### src/rtl/hc153_scan_ctrl.sv
// hc153_scan_ctrl: round-robin sequencer and arbiter for one shared HC153 dual 4:1 mux.
// Optional macro HC153_SCAN_AUTO_EN: when idle with no request, auto-scan channel (last+1) mod 4.
module hc153_scan_ctrl #(
    parameter int unsigned SETTLE_CYC = 1,
    parameter int unsigned HOLD_CYC   = 2,
    parameter int unsigned CW         = 4
) (
    input  logic       clk,
    input  logic       rst,
    input  logic [3:0] req,
    input  logic       y1,
    input  logic       y2,
    output logic       s1,
    output logic       s2,
    output logic       e1n,
    output logic       e2n,
    output logic [3:0] gnt,
    output logic [1:0] chan,
    output logic       d1,
    output logic       d2,
    output logic       vld,
    output logic       busy
);

    typedef enum logic [1:0] {
        ST_IDLE,
        ST_SETUP,
        ST_ENABLE,
        ST_DONE
    } state_t;

    state_t        r_state, w_state_nxt;
    logic [CW-1:0] r_cnt, w_cnt_nxt;
    logic [1:0]    r_chan, w_chan_nxt;
    logic [1:0]    r_last, w_last_nxt;
    logic          r_d1, w_d1_nxt;
    logic          r_d2, w_d2_nxt;
    logic          r_auto, w_auto_nxt;

    logic [1:0]    w_pick;
    logic [1:0]    w_idx;
    logic          w_found;

    // Scan from the channel after the last winner; w_pick defaults to that channel.
    always_comb begin
        w_pick  = r_last + 2'd1;
        w_found = 1'b0;
        w_idx   = '0;
        for (int unsigned i = 0; i < 4; i++) begin
            w_idx = r_last + 2'd1 + i[1:0];
            if (!w_found && req[w_idx]) begin
                w_pick  = w_idx;
                w_found = 1'b1;
            end
        end
    end

    always_comb begin
        w_state_nxt = r_state;
        w_cnt_nxt   = r_cnt;
        w_chan_nxt  = r_chan;
        w_last_nxt  = r_last;
        w_d1_nxt    = r_d1;
        w_d2_nxt    = r_d2;
        w_auto_nxt  = r_auto;
        case (r_state)
            ST_IDLE: begin
                if (w_found) begin
                    w_chan_nxt  = w_pick;
                    w_cnt_nxt   = CW'(SETTLE_CYC - 1);
                    w_auto_nxt  = 1'b0;
                    w_state_nxt = ST_SETUP;
                end
`ifdef HC153_SCAN_AUTO_EN
                else begin
                    w_chan_nxt  = w_pick;
                    w_cnt_nxt   = CW'(SETTLE_CYC - 1);
                    w_auto_nxt  = 1'b1;
                    w_state_nxt = ST_SETUP;
                end
`endif
            end
            ST_SETUP: begin
                if (r_cnt == '0) begin
                    w_cnt_nxt   = CW'(HOLD_CYC - 1);
                    w_state_nxt = ST_ENABLE;
                end else begin
                    w_cnt_nxt = r_cnt - CW'(1);
                end
            end
            ST_ENABLE: begin
                if (r_cnt == '0) begin
                    w_d1_nxt    = y1;
                    w_d2_nxt    = y2;
                    w_state_nxt = ST_DONE;
                end else begin
                    w_cnt_nxt = r_cnt - CW'(1);
                end
            end
            ST_DONE: begin
                w_last_nxt  = r_chan;
                w_state_nxt = ST_IDLE;
            end
            default: w_state_nxt = ST_IDLE;
        endcase
    end

    always_ff @(posedge clk) begin
        if (rst) begin
            r_state <= ST_IDLE;
            r_cnt   <= '0;
            r_chan  <= '0;
            r_last  <= 2'd3;
            r_d1    <= 1'b0;
            r_d2    <= 1'b0;
            r_auto  <= 1'b0;
        end else begin
            r_state <= w_state_nxt;
            r_cnt   <= w_cnt_nxt;
            r_chan  <= w_chan_nxt;
            r_last  <= w_last_nxt;
            r_d1    <= w_d1_nxt;
            r_d2    <= w_d2_nxt;
            r_auto  <= w_auto_nxt;
        end
    end

    // Selects follow chan, which only moves on the IDLE arbitration edge while enables are high.
    assign s1   = r_chan[0];
    assign s2   = r_chan[1];
    assign chan = r_chan;
    assign e1n  = (r_state != ST_ENABLE);
    assign e2n  = (r_state != ST_ENABLE);
    assign d1   = r_d1;
    assign d2   = r_d2;
    assign vld  = (r_state == ST_DONE);
    assign busy = (r_state != ST_IDLE);
    assign gnt  = (vld && !r_auto) ? (4'b0001 << r_chan) : '0;

endmodule
### config.mk
export PLATFORM = sky130hd
export DESIGN_NAME = hc153_scan_ctrl
export DESIGN_NICKNAME = d
export VERILOG_FILES = /design/src/rtl/hc153_scan_ctrl.sv
export SDC_FILE = /design/constraint.sdc
export NUM_CORES = 1
export LEC_CHECK = 0
export CORE_MARGIN = 10
export CORE_UTILIZATION = 25
export CTS_BUF_LIST = sky130_fd_sc_hd__clkbuf_2
export CTS_CLUSTER_SIZE = 28
export DETAILED_ROUTE_END_ITERATION = 8
export PLACE_DENSITY = 0.56
export SLEW_MARGIN = 20
export SYNTH_ARGS = -nofsm -noshare
export SYNTH_HDL_FRONTEND = slang
export SYNTH_SLANG_ARGS = --single-unit
export TNS_END_PERCENT = 20
### constraint.sdc
create_clock -name clk -period 1.8 [get_ports clk]
set_input_delay 0.36 -clock clk [delete_from_list [all_inputs] [get_ports clk]]
set_output_delay 0.36 -clock clk [all_outputs]
set_load 0.02 [all_outputs]
==> run summary <==
total of endpoints with negative setup slack in the final report - 0
critical path data required time - 1.95 ns
effective utilization at floorplan - 25.79%
Port-buffer cells - 21
final cell utilization of the core - 37.85%
clock transition time at the flip-flop clock pins of the worst setup and hold paths - 0.13 ns
antenna diode instance count - 0
share of total power in combinational logic - 63.4%
Bufs and invs on worst path - 1
Max Fanout on Critical Path - 4
min Tclk post-route - 1.759 ns
status - finished, final reports clean
Initial DRC Count - 27
max-cap check violation count - 0
number of DRC violations after detailed routing - 0
crit share post-route - 97.72%
floorplan die area - 5759 um2
post-detailed-route via-to-cell ratio - 4.529
global-route wire length before repair - 3298 um
category of the worst setup path launch point - flip-flop
I/O pin total - 22
maximum level of the CTS H-tree - 1
final hold violations - 0
arrival time of data at the critical path endpoint - 1.91 ns
post-route setup TNS - 0 ns
clock latency of the later-clocked register in the worst-skew pair - 0.26 ns
sequential cell area fraction in the yosys report - 30.77%
Mapped Nets - 110
area added between synthesis and finish - 46.79%
footprint of the multi-input gates - 491.7 um2
Pint - 0.8508 mW
Root Buffer - clkbuf_2
CTS Buffer Depth - 2
final HPWL from detailed placement - 1670 um
share of cells above drive strength 1 - 28.46%
list of cells traversed by the critical path - inv_2, ha_1, or3b_4, o211ai_1, o21ai_1, a32o_1
net switching share of the total power - 42.52%
CP max stage cell - or3b_4
Final nets - 146
number of distinct library cells after synthesis - 34
remaining antenna violation count - 0
number of iterations in the first detailed-routing pass - 4
CTS tree - done
sequential standard cell area - 244.0 um2
worst hold-check path type - reg2reg
pin count of the biggest net entering global routing - 10
synthesis-stage register bit count - 12
clock network power share - 9.0%
Worst VDD drop - 0.3289 mV
x dimension of the die - 75.89 um
max incr delay on CP - 0.39 ns
Mean Syn Cell Area - 8.133 um2
worst slew pin tran - 0.4484 ns
All-Layer GR Usage - 7.266%
setup bufs post-CTS - 0
chip height - 75.89 um
category of the worst setup path capture point - flip-flop
Row Count - 20
Pwr Density - 1292 nW/um2
type of the setup path with the least slack - reg2reg
count of vias placed by the detailed router - 788
worst slew margin relative to its limit - 69.86%
part of the total power dissipated in sequential elements - 27.6%
global route total overflow - 0
total length of routed wires - 2091 um
sinks on the clock net - 12
Max Clock Freq - 568.5 MHz
YS warnings - 0
count of final max-slew check failures - 0
cts bufs inserted - 3
final weighted congestion in routability-driven placement - 0.8268
post-synthesis cell count - 96
cell type group with the largest total delay on the critical path - compound AO/OA/AOI/OAI gates
final setup skew - 0.01877 ns
initial antenna violation count - 0
CORE AREA - 3028 um2
Fillers - 326
vias in the first global route - 765
final worst hold slack - 0.4677 ns
RSZ-0062 raised after global routing - true
post-synthesis instance area - 780.7 um2
net switching power of the design - 0.6295 mW
average wire per standard cell - 12.02 um
Static Leak - 0.5205 nW
[worst reg2reg max path: stages, from the launching register on]
cell and delay, ns:
dfxtp_2 0.36, inv_2 0.07, ha_1 0.16, or3b_4 0.39, o211ai_1 0.32, o21ai_1 0.10
a32o_1 0.27
[metrics by stage]
step                std cells  area (um2)  setup WS (ns)  total power [mW]
floorplan                  96       780.7         0.1054            0.9522
global placement          171        1129       -0.09163             1.322
detailed placement        171        1129        -0.1346             1.332
CTS                       174        1137       -0.02530             1.449
global route              174        1146       -0.05413             1.604
finish                    174        1146        0.04098             1.480
[cells in the mapped netlist]
| cell type | number | area, um2 |
|---|---|---|
| dfxtp_1 | 12 | 240.2 |
| inv_1 | 10 | 37.54 |
| nand2_1 | 8 | 30.03 |
| a21oi_1 | 7 | 35.03 |
| ha_1 | 6 | 75.07 |
| nor2_1 | 6 | 22.52 |
| nand3_1 | 4 | 20.02 |
| buf_4 | 3 | 22.52 |
| nand2b_1 | 3 | 18.77 |
| nor3b_1 | 3 | 22.52 |
| o21ai_0 | 3 | 15.01 |
| a211oi_1 | 2 | 15.01 |
| a221o_1 | 2 | 20.02 |
| a32o_1 | 2 | 20.02 |
| and3_1 | 2 | 12.51 |
| clkbuf_1 | 2 | 7.510 |
| mux2i_1 | 2 | 20.02 |
| nor3_1 | 2 | 10.01 |
| o21a_1 | 2 | 15.01 |
| a2111o_1 | 1 | 11.26 |
| a21o_1 | 1 | 7.510 |
| a221oi_1 | 1 | 8.760 |
| a22o_1 | 1 | 8.760 |
| a22oi_1 | 1 | 7.510 |
| nor2b_1 | 1 | 6.260 |
| nor4_2 | 1 | 12.51 |
| o211ai_1 | 1 | 7.510 |
| o21bai_1 | 1 | 7.510 |
| o22ai_1 | 1 | 6.260 |
| or2_2 | 1 | 6.260 |
| or2b_1 | 1 | 7.510 |
| or3_1 | 1 | 6.260 |
| or3b_1 | 1 | 8.760 |
| xnor2_1 | 1 | 8.760 |
[cells in the final DEF (no fill, tap or decap), types with 3 or more instances in the layout]
cell	instances
nand3_1	4
dfxtp_2	3
buf_4	16
nand2b_1	3
clkdlybuf4s50_1	11
dfxtp_1	9
inv_1	9
nand2_1	8
ha_1	4
a21oi_1	7
nor2_1	6
clkbuf_2	7
[path summary, 6_finish.rpt]
kind / depth (start not counted) / slack [ns] / to / from
worst max-delay path: 6 / 0.04 / r_cnt[2] / r_cnt[0]
worst min-delay path: 2 / 0.47 / d1 / d1
worst max register to register: 6 / 0.04 / r_cnt[2] / r_cnt[0]
worst min register to register: 2 / 0.47 / d1 / d1
[sequential cells by signal (all words and copies together), names as in the netlist]
signal	count
r_cnt	4
chan	2
r_last	2
r_state	2
d1	1
d2	1
[power by group through the flow]
| stage | logic [mW] | clock network [mW] | registers (mW) |
|---|---|---|---|
| 2_1_floorplan | 0.525 | 0 | 0.427 |
| 3_3_place_gp | 0.914 | 0 | 0.407 |
| 3_5_place_dp | 0.924 | 0 | 0.408 |
| 4_1_cts | 0.907 | 0.139 | 0.403 |
| 5_1_grt | 1.02 | 0.159 | 0.425 |
| 6_report | 0.939 | 0.133 | 0.408 |
[metal layers]
| layer | vias up | track usage [%] | wire length, um |
|---|---|---|---|
| met2 | 16 | 12.36 | 1030 |
| met4 | 0 | 2.887 | 7 |
| met5 | - | 0 | 0 |
| met3 | 2 | 2.604 | 149 |
| li1 | 409 | - | - |
| met1 | 361 | 8.036 | 903 |
[layout make-up]
cell class / count / area share, %
tap: 44 / 4.803
clock buffer: 3 / 1.310
inverter: 10 / 3.275
multi-input combinational: 69 / 42.90
sequential: 12 / 21.29
timing repair buffer: 36 / 26.42
[what timing repair did]
action                                  in CTS  in global routing
gates resized for setup                     18                 19
pin swaps                                    0                  1
hold buffers                                 0                  0
endpoints found under the setup margin       8                 15
[cells by family (layout without fill, tap and decap cells)]
group / after synthesis / count (layout) / share of synthesized area [%]
buffers and inverters: 15 / 49 / 8.655
adders and majority gates: 6 / 6 / 9.615
DFF: 12 / 12 / 30.77
AOI/OAI and AO/OA: 26 / 26 / 23.72
xor gates and xnor gates: 1 / 1 / 1.122
and+or+nand+nor: 34 / 34 / 23.56
muxes: 2 / 2 / 2.564
Note: power is estimated with default switching activity, not from simulation.
